`config.mk`:
```
export PLATFORM = sky130hd
export DESIGN_NAME = life_datapath_grid
export DESIGN_NICKNAME = d
export VERILOG_FILES = /design/src/rtl/life_datapath_grid.sv
export SDC_FILE = /design/constraint.sdc
export NUM_CORES = 1
export LEC_CHECK = 0
export ABC_AREA = 0
export CAP_MARGIN = 10
export CORE_MARGIN = 2
export CORE_UTILIZATION = 48
export DETAILED_ROUTE_END_ITERATION = 7
export HOLD_SLACK_MARGIN = 0.05
export PLACE_DENSITY_LB_ADDON = 0.25
export SLEW_MARGIN = 10
export SYNTH_ARGS = -nofsm -noshare
export SYNTH_HDL_FRONTEND = slang
export SYNTH_SLANG_ARGS = --single-unit
```
`constraint.sdc`:
```
create_clock -name clk -period 9.4 [get_ports clk]
set_clock_uncertainty 0.15 [all_clocks]
set_input_delay 2.35 -clock clk [delete_from_list [all_inputs] [get_ports clk]]
set_output_delay 2.35 -clock clk [all_outputs]
set_load 0.02 [all_outputs]
```
`src/rtl/life_datapath_grid.sv`:
```
// Game-of-Life datapath: ROWS x COLS cell register with two-button serial programming,
// single-cycle generation step, optional toroidal wrap, saturating generation counter and halt-on-stable.
module life_datapath_grid #(
  parameter int ROWS      = 7,
  parameter int COLS      = 7,
  parameter int WRAP      = 0,
  parameter int GEN_W     = 16,
  parameter int AUTO_HALT = 1
) (
  input  logic                            clk,
  input  logic                            rst_n,
  input  logic [1:0]                      state,
  input  logic                            btn0,
  input  logic                            btn1,
  input  logic                            stop,
  input  logic                            tick,
  output logic [ROWS*COLS-1:0]            grid,
  output logic [$clog2(ROWS*COLS)-1:0]    cursor,
  output logic                            prog_done,
  output logic [GEN_W-1:0]                gen_count,
  output logic                            stable,
  output logic                            extinct
);

  localparam int N  = ROWS * COLS;
  localparam int CW = $clog2(N);
  localparam logic [CW-1:0] LAST_CELL = CW'(N - 1);

  typedef enum logic [1:0] {
    MODE_IDLE    = 2'b00,
    MODE_PROGRAM = 2'b01,
    MODE_RUN     = 2'b10,
    MODE_HOLD    = 2'b11
  } mode_e;

  mode_e         mode;
  logic          btn0_q;
  logic          btn1_q;
  logic          edge0;
  logic          edge1;
  logic          halted;
  logic [N-1:0]  next_grid;

  assign mode    = mode_e'(state);
  assign edge0   = btn0 & ~btn0_q;
  assign edge1   = btn1 & ~btn1_q;
  assign halted  = (AUTO_HALT != 0) && stable;
  assign extinct = ~|grid;

  // Next generation for every cell at once; the loops unroll into one adder tree per cell.
  // NOTE: every variable written here gets a value before any conditional path, so no latch is inferred.
  always_comb begin
    int       rr;
    int       cc;
    logic [3:0] nbr;
    next_grid = '0;
    nbr       = '0;
    rr        = 0;
    cc        = 0;
    for (int r = 0; r < ROWS; r++) begin
      for (int c = 0; c < COLS; c++) begin
        nbr = '0;
        for (int dr = -1; dr <= 1; dr++) begin
          for (int dc = -1; dc <= 1; dc++) begin
            if (!(dr == 0 && dc == 0)) begin
              rr = r + dr;
              cc = c + dc;
              if (WRAP != 0) begin
                rr = (rr + ROWS) % ROWS;
                cc = (cc + COLS) % COLS;
              end
              if (rr >= 0 && rr < ROWS && cc >= 0 && cc < COLS) begin
                nbr = nbr + {3'b000, grid[CW'(rr * COLS + cc)]};
              end
            end
          end
        end
        next_grid[CW'(r * COLS + c)] = (nbr == 4'd3) |
                                       (grid[CW'(r * COLS + c)] & (nbr == 4'd2));
      end
    end
  end

  // NOTE: all state here is updated with non-blocking assignments so every register sees pre-edge values.
  always_ff @(posedge clk or negedge rst_n) begin
    if (!rst_n) begin
      grid      <= '0;
      cursor    <= '0;
      prog_done <= 1'b0;
      gen_count <= '0;
      stable    <= 1'b0;
      btn0_q    <= 1'b0;
      btn1_q    <= 1'b0;
    end else begin
      // Edge history tracks the buttons in every mode so a held button never writes on mode entry.
      btn0_q    <= btn0;
      btn1_q    <= btn1;
      prog_done <= 1'b0;
      if (stop) begin
        grid      <= '0;
        cursor    <= '0;
        gen_count <= '0;
        stable    <= 1'b0;
      end else begin
        case (mode)
          MODE_IDLE: begin
            cursor <= '0;
          end
          MODE_PROGRAM: begin
            stable <= 1'b0;
            if (edge0 ^ edge1) begin
              grid[cursor] <= edge1;
              if (cursor == LAST_CELL) begin
                cursor    <= '0;
                prog_done <= 1'b1;
              end else begin
                cursor <= cursor + 1'b1;
              end
            end
          end
          MODE_RUN: begin
            if (tick && !halted) begin
              grid   <= next_grid;
              stable <= (next_grid == grid);
              if (gen_count != '1) begin
                gen_count <= gen_count + 1'b1;
              end
            end
          end
          default: begin
          end
        endcase
      end
    end
  end

endmodule

```
==> flow_metrics.py, run 1 <==
metrics = {
    "outcome": {
        "outcome": "complete, no violations",
    },
    "worst_setup_path": {
        "path_depth": 7,
        "cp-start-kind": "register",
        "path_buf_inv": 2,
        "arrival_ns": 2.84,
        "crit_end": "extinct",
        "crit_chain": "inv_1, ha_1, and4_1, nand4_1, nor4_1, and3_1, clkdlybuf4s50_1",
        "cp_slowest_stage_delay_ns": 0.62,
        "setup.worst_path.end_class": "primary output",
        "cp_top_family": "buffers and inverters",
        "worst-path-max-fanout": 9,
        "r2r_start": "grid[9]$_DFFE_PN0P_",
        "crit_slowest_cell": "clkdlybuf4s50_1",
        "worstSetupStartpoint": "grid[9]$_DFFE_PN0P_",
        "path_class": "reg -> out",
        "reg2reg_setup_slack_ns": 4.79,
        "ff2ff_path_depth": 13,
        "cp.required_ns": 6.90,
        "r2r_end": "stable$_DFFE_PN0P_",
    },
    "route": {
        "drcViolationCount": 0,
        "dr.pass1.iters": 5,
        "vias_per_cell": 5.83,
        "vias": 6490,
        "drt-total-wl_um": 21100,
        "drt_iter0_drc": 712,
        "ant_nets": 0,
        "routedWlPerCell_um": 19.0,
    },
    "global_route": {
        "grt_usage": 0.265,
        "grt_max_degree": 76,
        "overflow": 0,
        "grt_pass1_wl_um": 34000,
        "grt_antenna_before_repair": 0,
        "grt_pass1_vias": 6094,
    },
    "clock_tree": {
        "cts-root-buf": "clkbuf_16",
        "cts_resized": 0,
        "clk_path_buf_depth": 2,
        "numCtsBuffers": 9,
        "cts_tree": "yes",
        "clock-sinks": 75,
        "insertion_delay_ns": 0.35,
        "cts_setup_buffers": 0,
        "path_clk_slew_ns": 0.06,
        "cts-htree-levels": 3,
        "holdBufCountCts": 0,
    },
    "placed_design": {
        "hpwl_um": 16200,
        "place.gp.congestion": 0.934,
        "portBuffers": 81,
    },
    "pwr": {
        "power.leakage_uw": 0.00396,
        "power_density_nw_per_um2": 194,
        "irDropWorstVdd_v": 0.000136,
    },
    "sta": {
        "rsz0062_at_grt": "false",
        "tns_ns": 0,
        "setup_viol": 0,
        "fin_crit_sh": 0.568,
        "worstMarginPinSlew_ns": 1.12,
        "drv_slew": 0,
        "max_freq_mhz": 187,
        "holdWs_ns": 0.379,
        "final_hold_viol_count": 0,
        "layout_min_cycle_time_ns": 5.34,
        "slew_headroom": 0.254,
    },
    "final_layout": {
        "ff_latch_area_um2": 1880,
        "nNetsFinal": 1031,
        "diodes": 0,
        "fill_cells": 1371,
        "multiInputGateArea_um2": 5070,
        "drive_gt1_frac": 0.0410,
        "area_growth_syn_to_layout_pct": 16.5,
    },
    "synthesis": {
        "synthDistinctLibCells": 66,
        "netlist_area_um2": 7540,
        "postSynthAreaPerCell_um2": 9.02,
        "ys_seq_area_frac": 0.249,
        "ys_warn_count": 0,
        "async_reset_ff_frac": 1.00,
        "synth-seq-cells": 75,
        "synth_edf_count": 0,
        "synth_cells": 836,
        "syn_nets": 970,
        "synth_flop_cell": "dfrtp_1",
    },
    "floorplan": {
        "fp.dieH_um": 129,
        "fp.dieW_um": 129,
        "dieArea_um2": 16700,
        "core_area_um2": 15300,
        "start_util": 0.494,
        "rows": 45,
        "io_pins": 82,
    },
    "flow_run": {
        "drv_cap": 0,
    },
    "hold_path": {
        "hold_class": "reg -> reg",
    },
}
-- registers in the layout, indices dropped and copies added, names as in the netlist --
signal and count:
prog_done 1, cursor 6, stable 1, grid 49, btn0_q 1, btn1_q 1
gen_count 16
-- final cells by class --
type | instances | share of cell area
Clock buffer | 9 | 0.0256
Clock inverter | 7 | 0.0114
Inverter | 108 | 0.0461
Multi-Input combinational cell | 617 | 0.577
Sequential cell | 75 | 0.214
Tap cell | 211 | 0.0300
Timing Repair Buffer | 86 | 0.0962
-- synthesized netlist by cell type, drive strengths merged (6+ instances only) --
library cell  count  area share
inv             108       0.054
a21oi            82       0.054
o21ai            80       0.053
dfrtp            75        0.25
nor2             71       0.036
fa               70        0.19
ha               56       0.093
nand2            34       0.017
buf              23       0.018
xor2             17       0.020
o211ai           14       0.014
clkbuf           13      0.0065
nand4            13       0.011
nor3             13       0.010
nand2b           12       0.010
nand3            12      0.0080
nor2b            12       0.010
and3             11      0.0091
nor4              9      0.0075
xnor2             9       0.010
mux2i             8       0.011
o21a              8      0.0080
and3b             7      0.0081
a2111o            6      0.0090
and4              6      0.0073
o2111ai           6      0.0070
-- logic make-up (layout without fill, tap and decap cells) --
group | count (synthesis) | in the layout | synth area share
xor gates and xnor gates | 26 | 26 | 0.0302
and+or+nand+nor | 224 | 224 | 0.162
AOI/OAI and AO/OA | 232 | 232 | 0.189
buffers and inverters | 144 | 210 | 0.0786
DFF | 75 | 75 | 0.249
adders and majority gates | 126 | 126 | 0.279
muxes | 9 | 9 | 0.0121
-- cell usage in the layout, fill, tap and decap left out, types with 3 or more instances in the layout --
cell             Yosys  layout
fa_1                70      70
and3b_1              7       7
clkbuf_16            0       9
a31oi_1              4       4
o32a_1               5       5
nand4_1             13      13
dfrtp_1             75      75
o21a_1               8       8
nand2_1             33      33
a21oi_1             82      82
nor2b_1             12      12
inv_1              106     106
nor4_1               9       9
mux2i_1              8       8
xnor2_1              9       9
o31ai_1              3       3
clkdlybuf4s50_1      0      80
a2111o_1             6       6
o21ai_0             20      20
o211ai_1            14      14
o2111ai_1            6       6
ha_1                56      56
clkinvlp_4           0       3
buf_4                7       6
and4_1               5       5
o22ai_1              5       5
nand4b_1             3       3
or3_1                4       4
nand3_1             12      12
o21ai_1             60      60
nor3_1              11      11
a211oi_1             5       5
nand2b_1            12      12
nor2_1              70      70
xor2_1              17      17
and3_1              11      11
-- layer usage --
metal / GRT usage / vias to the layer above / routed length [um]
met1: 0.392 / 3126 / 9430
met3: 0.0306 / 47 / 1490
li1: - / 3034 / -
met4: 0.100 / 0 / 608
met2: 0.401 / 283 / 9600
met5: 0 / - / 0
-- worst reg2reg max path, delay by kind of cell, from the launching register on --
family	cells	cell delay [ns]
buf+inv	2	0.50
simple gates	4	0.72
compound gates	2	0.49
flops	1	0.50
fa+ha+maj	5	2.18
-- worst min path at each step --
stage | start | endpoint | slack, ns | cells after the start
2_1_floorplan | stable$_DFFE_PN0P_ | stable$_DFFE_PN0P_ | 0.45 | 2
3_3_place_gp | grid[48]$_DFFE_PN0P_ | grid[48]$_DFFE_PN0P_ | 0.36 | 2
3_5_place_dp | grid[48]$_DFFE_PN0P_ | grid[48]$_DFFE_PN0P_ | 0.37 | 2
4_1_cts | grid[48]$_DFFE_PN0P_ | grid[48]$_DFFE_PN0P_ | 0.38 | 2
5_1_grt | grid[48]$_DFFE_PN0P_ | grid[48]$_DFFE_PN0P_ | 0.43 | 2
6_report | grid[33]$_DFFE_PN0P_ | grid[33]$_DFFE_PN0P_ | 0.38 | 2
-- per-stage QoR --
step	util	instances	power (uW)	setup slack [ns]	cell area, um2
2_1_floorplan	-	836	1040	5.15	7540
3_3_place_gp	0.555	1097	1290	4.13	8460
3_5_place_dp	0.555	1097	1310	4.07	8460
4_1_cts	0.576	1113	1690	4.06	8790
5_1_grt	0.576	1113	1840	3.79	8790
6_report	0.576	1113	1710	4.06	8790
-- power by group --
group | internal [uW] | leakage [uW] | switching, uW
logic | 388 | 0.00279 | 551
registers | 339 | 0.00102 | 46.1
clock network | 234 | 0.000149 | 149
Power figures use the tool's default switching activity.
==> inputs of run 2 (changes only) <==
- clock period: 9.4 -> 4.5 ns (I/O delays scaled with it)
==> run 2 against run 1 <==
Clock-buffer cell count increased by 2. First-iteration DRC count stayed put. Global-route usage up 1.5 points. Flip-flop and latch count stayed put. Final cell count increased by 2.0%. Critical endpoint is now stable$_DFFE_PN0P_.
==> flow_metrics.py, run 2 (synthesis results as in run 1) <==
metrics = {
    "hold_path": {
        "min_delay_path_depth": 2,
        "hold_path_end": "grid[42]$_DFFE_PN0P_",
        "hold_class": "reg -> reg",
        "hp-start": "grid[42]$_DFFE_PN0P_",
    },
    "pwr": {
        "switchingPower_uw": 1540,
        "clkPwrFrac": 0.215,
        "power_density_nw_per_um2": 397,
        "power.internal_uw": 2010,
        "pwr-share-comb": 0.571,
        "power.leakage_uw": 0.00407,
        "switching_share": 0.433,
        "power_frac_seq": 0.214,
        "irDropWorstVdd_v": 0.000289,
    },
    "flow_run": {
        "drv_cap": 0,
    },
    "sta": {
        "slew_headroom": 0.218,
        "tns_ns": 0,
        "setup_viol": 0,
        "worstMarginPinSlew_ns": 1.17,
        "layout_min_cycle_time_ns": 4.41,
        "drv_slew": 0,
        "rsz0062_at_grt": "false",
        "final_hold_viol_count": 0,
        "max_freq_mhz": 227,
        "layout_setup_ws_ns": 0.0895,
        "fin_crit_sh": 0.980,
    },
    "final_layout": {
        "largest_register_ffs": 49,
        "final_cell_mix": "inv_1 (105), a21oi_1 (82), clkdlybuf4s50_1 (80)",
        "regMostFlops": "grid",
        "nNetsFinal": 1054,
        "final_common_cell": "inv_1",
        "finish.utilization": 0.586,
        "area_growth_syn_to_layout_pct": 18.5,
        "drive_gt1_frac": 0.0649,
        "diodes": 0,
        "reg.largest.list": "grid: 49 flops, gen_count: 16 flops, cursor: 6 flops",
    },
    "clock_tree": {
        "cts_tree": "yes",
        "insertion_delay_ns": 0.35,
        "clock-sinks": 75,
        "clk_path_buf_depth": 2,
        "cts-htree-levels": 3,
        "cts_setup_buffers": 0,
        "cts-root-buf": "clkbuf_16",
        "path_clk_slew_ns": 0.07,
        "cts_resized": 0,
        "numCtsBuffers": 9,
        "holdBufCountCts": 0,
    },
    "worst_setup_path": {
        "setup.worst_path.end_class": "register",
        "r2r_end": "stable$_DFFE_PN0P_",
        "ff2ff_path_depth": 13,
        "worst-path-max-fanout": 6,
        "cp-start-kind": "register",
        "reg2reg_setup_slack_ns": 0.09,
        "path_class": "reg -> reg",
        "cp.required_ns": 4.61,
        "arrival_ns": 4.52,
        "r2r_start": "grid[3]$_DFFE_PN0P_",
    },
    "global_route": {
        "grt_max_degree": 76,
        "overflow": 0,
        "grt_usage": 0.280,
        "grt_pass1_vias": 6314,
        "grt_pass1_wl_um": 35700,
        "grt_antenna_before_repair": 0,
    },
    "floorplan": {
        "start_util": 0.494,
        "rows": 45,
        "fp.dieW_um": 129,
        "io_pins": 82,
        "dieArea_um2": 16700,
        "fp.dieH_um": 129,
        "core_area_um2": 15300,
    },
    "route": {
        "drt_iter0_drc": 712,
        "dr.pass1.iters": 5,
        "vias_per_cell": 5.90,
        "ant_nets": 0,
        "drcViolationCount": 0,
        "routedWlPerCell_um": 19.9,
        "drt-total-wl_um": 22600,
        "vias": 6694,
    },
    "placed_design": {
        "place_ws_ns": 0.166,
        "hpwl_um": 17100,
        "place.gp.congestion": 0.990,
        "portBuffers": 81,
    },
    "outcome": {
        "outcome": "complete, no violations",
    },
}
==> run 2: changes by cell type in the layout (fill, tap and decap cells not counted) <==
cell,change
clkinv_2,+1
inv_6,-2
buf_4,+23
clkinvlp_4,-1
inv_1,-1
inv_2,+1
bufinv_16,-1
clkbuf_8,+2
==> run 2: power by group through the flow <==
| stage | sequential [uW] | combinational, uW | clock [uW] |
|---|---|---|---|
| global route | 763 | 2280 | 795 |
| CTS | 757 | 2010 | 766 |
| detailed placement | 769 | 2000 | 0 |
| global placement | 768 | 1970 | 0 |
| finish | 759 | 2030 | 764 |
| floorplan | 821 | 1360 | 0 |
==> run 2: metrics by stage <==
stage	power (uW)	cells	hold slack [ns]	area, um2
floorplan	2180	836	0.448	7540
global placement	2740	1120	0.361	8640
detailed placement	2770	1120	0.371	8640
CTS	3540	1135	0.384	8940
global route	3840	1135	0.407	8940
finish	3550	1135	0.377	8940
==> run 2: worst max path at each step <==
stage,start,end,slack [ns],cells after the start
2_1_floorplan,grid[9]$_DFFE_PN0P_,stable$_DFFE_PN0P_,0.42,13
3_5_place_dp,grid[3]$_DFFE_PN0P_,stable$_DFFE_PN0P_,0.17,13
6_report,grid[3]$_DFFE_PN0P_,stable$_DFFE_PN0P_,0.09,13
4_1_cts,grid[5]$_DFFE_PN0P_,stable$_DFFE_PN0P_,0.15,13
3_3_place_gp,grid[5]$_DFFE_PN0P_,stable$_DFFE_PN0P_,0.20,13
5_1_grt,grid[3]$_DFFE_PN0P_,stable$_DFFE_PN0P_,0.001,13
==> run 2: final cells by class <==
type                    count  area (um2)
well taps                 211         264
fillers                  1308        6320
flip-flops and latches     75        1880
inverters                 108         405
clock inverters             4        50.0
clock buffers              11         253
multi-input cells         617        5070
repair buffers            109        1020
==> run 2: routing by layer <==
| metal | global-route usage | wire length, um |
|---|---|---|
| met1 | 0.405 | 9770 |
| met4 | 0.0908 | 614 |
| met5 | 0 | 0 |
| met2 | 0.439 | 10500 |
| met3 | 0.0363 | 1740 |
==> run 2: worst max-delay path: stages, from the launching register on <==
cell      delay, ns
dfrtp_1        0.45
inv_1          0.29
fa_1           0.49
fa_1           0.46
fa_1           0.49
inv_1          0.04
ha_1           0.20
fa_1           0.48
nand2_1        0.11
nor4_1         0.06
a2111o_1       0.31
nor4_1         0.39
nand4_1        0.21
o21ai_1        0.20
==> inputs of run 3 (changes only) <==
- CELL_PAD_IN_SITES_DETAIL_PLACEMENT: default -> 0
- CELL_PAD_IN_SITES_GLOBAL_PLACEMENT: default -> 1
- CORE_UTILIZATION: 48 -> 40
- SLEW_MARGIN: 10 -> default
==> run 3 against run 2 <==
Largest power group unchanged. Critical path type unchanged. Maximum frequency up 6.3%. Sequential share of layout area decreased by 0.19 points. Highest routed layer unchanged. Critical path depth unchanged. Die area grew 19%. Wire length grew 5.0%. Largest cell class unchanged. Clock-buffer cell count is 2 lower. Global-route usage shrank 3.2 points. Core utilization shrank 10 points.
==> flow_metrics.py, run 3 (synthesis results as in run 1) <==
metrics = {
    "outcome": {
        "outcome": "complete, no violations",
    },
    "clock_tree": {
        "cts-root-buf": "clkbuf_16",
        "clk_path_buf_depth": 2,
        "numCtsBuffers": 9,
        "holdBufCountCts": 0,
        "insertion_delay_ns": 0.35,
        "path_clk_slew_ns": 0.07,
        "cts_setup_buffers": 0,
        "clock-sinks": 75,
        "cts_tree": "yes",
        "cts_resized": 0,
        "cts-htree-levels": 3,
    },
    "sta": {
        "rsz0062_at_grt": "false",
        "layout_min_cycle_time_ns": 4.15,
        "final_hold_viol_count": 0,
        "slew_headroom": 0.137,
        "max_freq_mhz": 241,
        "worstMarginPinSlew_ns": 1.28,
        "drv_slew": 0,
        "tns_ns": 0,
        "fin_crit_sh": 0.922,
        "layout_setup_ws_ns": 0.350,
        "setup_viol": 0,
    },
    "pwr": {
        "power.internal_uw": 1970,
        "switching_share": 0.451,
        "power_frac_seq": 0.208,
        "power.leakage_uw": 0.00410,
        "pwr-share-comb": 0.582,
        "switchingPower_uw": 1620,
        "power_density_nw_per_um2": 398,
        "clkPwrFrac": 0.210,
        "irDropWorstVdd_v": 0.000286,
    },
    "global_route": {
        "grt_antenna_before_repair": 0,
        "grt_max_degree": 76,
        "grt_usage": 0.248,
        "grt_pass1_vias": 6413,
        "overflow": 0,
        "grt_pass1_wl_um": 38000,
    },
    "final_layout": {
        "largest_register_ffs": 49,
        "regMostFlops": "grid",
        "multiInputGateArea_um2": 5070,
        "diodes": 0,
        "nNetsFinal": 1062,
        "area_growth_syn_to_layout_pct": 19.6,
        "ff_latch_area_um2": 1880,
        "final_common_cell": "inv_1",
        "final_cell_mix": "inv_1 (106), a21oi_1 (82), clkdlybuf4s50_1 (80)",
        "fill_cells": 1834,
        "drive_gt1_frac": 0.0729,
        "reg.largest.list": "grid: 49 flops, gen_count: 16 flops, cursor: 6 flops",
    },
    "worst_setup_path": {
        "cp-start-kind": "register",
        "crit_chain": "inv_1, fa_1, fa_1, fa_1, inv_1, ha_1, fa_1, nand2_1, nor4_1, a2111o_1, nor4_1, nand4_1, o21ai_1",
        "cp_top_family": "adder cells",
        "setup.worst_path.end_class": "register",
        "path_buf_inv": 2,
        "cp_slowest_stage_delay_ns": 0.50,
        "path_class": "reg -> reg",
        "arrival_ns": 4.28,
        "cp.required_ns": 4.63,
        "crit_slowest_cell": "fa_1",
        "worst-path-max-fanout": 6,
        "cpMostUsedCell": "fa_1",
    },
    "floorplan": {
        "io_pins": 82,
        "rows": 50,
        "start_util": 0.406,
        "fp.dieW_um": 141,
        "dieArea_um2": 20000,
        "fp.dieH_um": 141,
        "core_area_um2": 18600,
    },
    "route": {
        "drt_iter0_drc": 488,
        "drcViolationCount": 0,
        "vias_per_cell": 5.57,
        "vias": 6504,
        "drt-total-wl_um": 23700,
        "dr.pass1.iters": 5,
        "ant_nets": 0,
        "routedWlPerCell_um": 20.3,
    },
    "placed_design": {
        "place_ws_ns": 0.348,
        "portBuffers": 81,
        "hpwl_um": 18200,
        "place.gp.congestion": 0.962,
    },
    "flow_run": {
        "drv_cap": 0,
    },
    "hold_path": {
        "hold_class": "reg -> reg",
    },
}
## run 3: cell types whose count changed in the layout (fill, tap and decap cells not counted), sizes merged
cell	change
bufinv	-1
inv	+3
clkbuf	-2
clkinvlp	-1
buf	+8
clkinv	+2
## run 3: cell type report
class	instances	share of cell area
Clock buffer	9	0.0250
Timing Repair Buffer	117	0.120
Sequential cell	75	0.208
Tap cell	234	0.0325
Clock inverter	7	0.00777
Inverter	108	0.0449
Multi-Input combinational cell	617	0.562
## run 3: path summary, 6_finish.rpt
path	to	slack (ns)	startpoint	depth (start not counted)
max in group asynchronous	grid[1]$_DFFE_PN0P_	2.72	rst_n	1
max reg2reg	stable$_DFFE_PN0P_	0.35	grid[3]$_DFFE_PN0P_	13
min in group asynchronous	gen_count[4]$_DFFE_PN0P_	0.82	rst_n	1
max	stable$_DFFE_PN0P_	0.35	grid[3]$_DFFE_PN0P_	13
min	grid[48]$_DFFE_PN0P_	0.37	grid[48]$_DFFE_PN0P_	2
min reg2reg	grid[48]$_DFFE_PN0P_	0.37	grid[48]$_DFFE_PN0P_	2
## run 3: per-stage QoR
stage / instance area (um2) / util / power (uW) / hold WS (ns) / instances
floorplan: 7540 / - / 2180 / 0.448 / 836
global placement: 8720 / 0.470 / 2810 / 0.359 / 1151
detailed placement: 8720 / 0.470 / 2820 / 0.361 / 1151
CTS: 9020 / 0.485 / 3590 / 0.377 / 1167
global route: 9020 / 0.485 / 3910 / 0.418 / 1167
finish: 9020 / 0.485 / 3590 / 0.368 / 1167
## run 3: power by group through the flow
| stage | registers (uW) | logic (uW) | clock network [uW] |
|---|---|---|---|
| global route | 753 | 2380 | 782 |
| CTS | 747 | 2080 | 759 |
| detailed placement | 759 | 2070 | 0 |
| global placement | 759 | 2050 | 0 |
| floorplan | 821 | 1360 | 0 |
| finish | 747 | 2090 | 752 |
## run 3: worst reg2reg max path: cells and delay by family, from the launching register on
| kind | cells | cell delay [ns] |
|---|---|---|
| flops | 1 | 0.44 |
| compound gates | 2 | 0.42 |
| simple gates | 4 | 0.61 |
| buf+inv | 2 | 0.33 |
| fa+ha+maj | 5 | 2.14 |
## run 3: metal layers
metal / wire length [um] / global-route usage / vias up
li1: - / - / 3097
met1: 10800 / 0.354 / 3164
met2: 11100 / 0.398 / 209
met3: 1390 / 0.0418 / 34
met4: 477 / 0.0595 / 0
met5: 0 / 0 / -
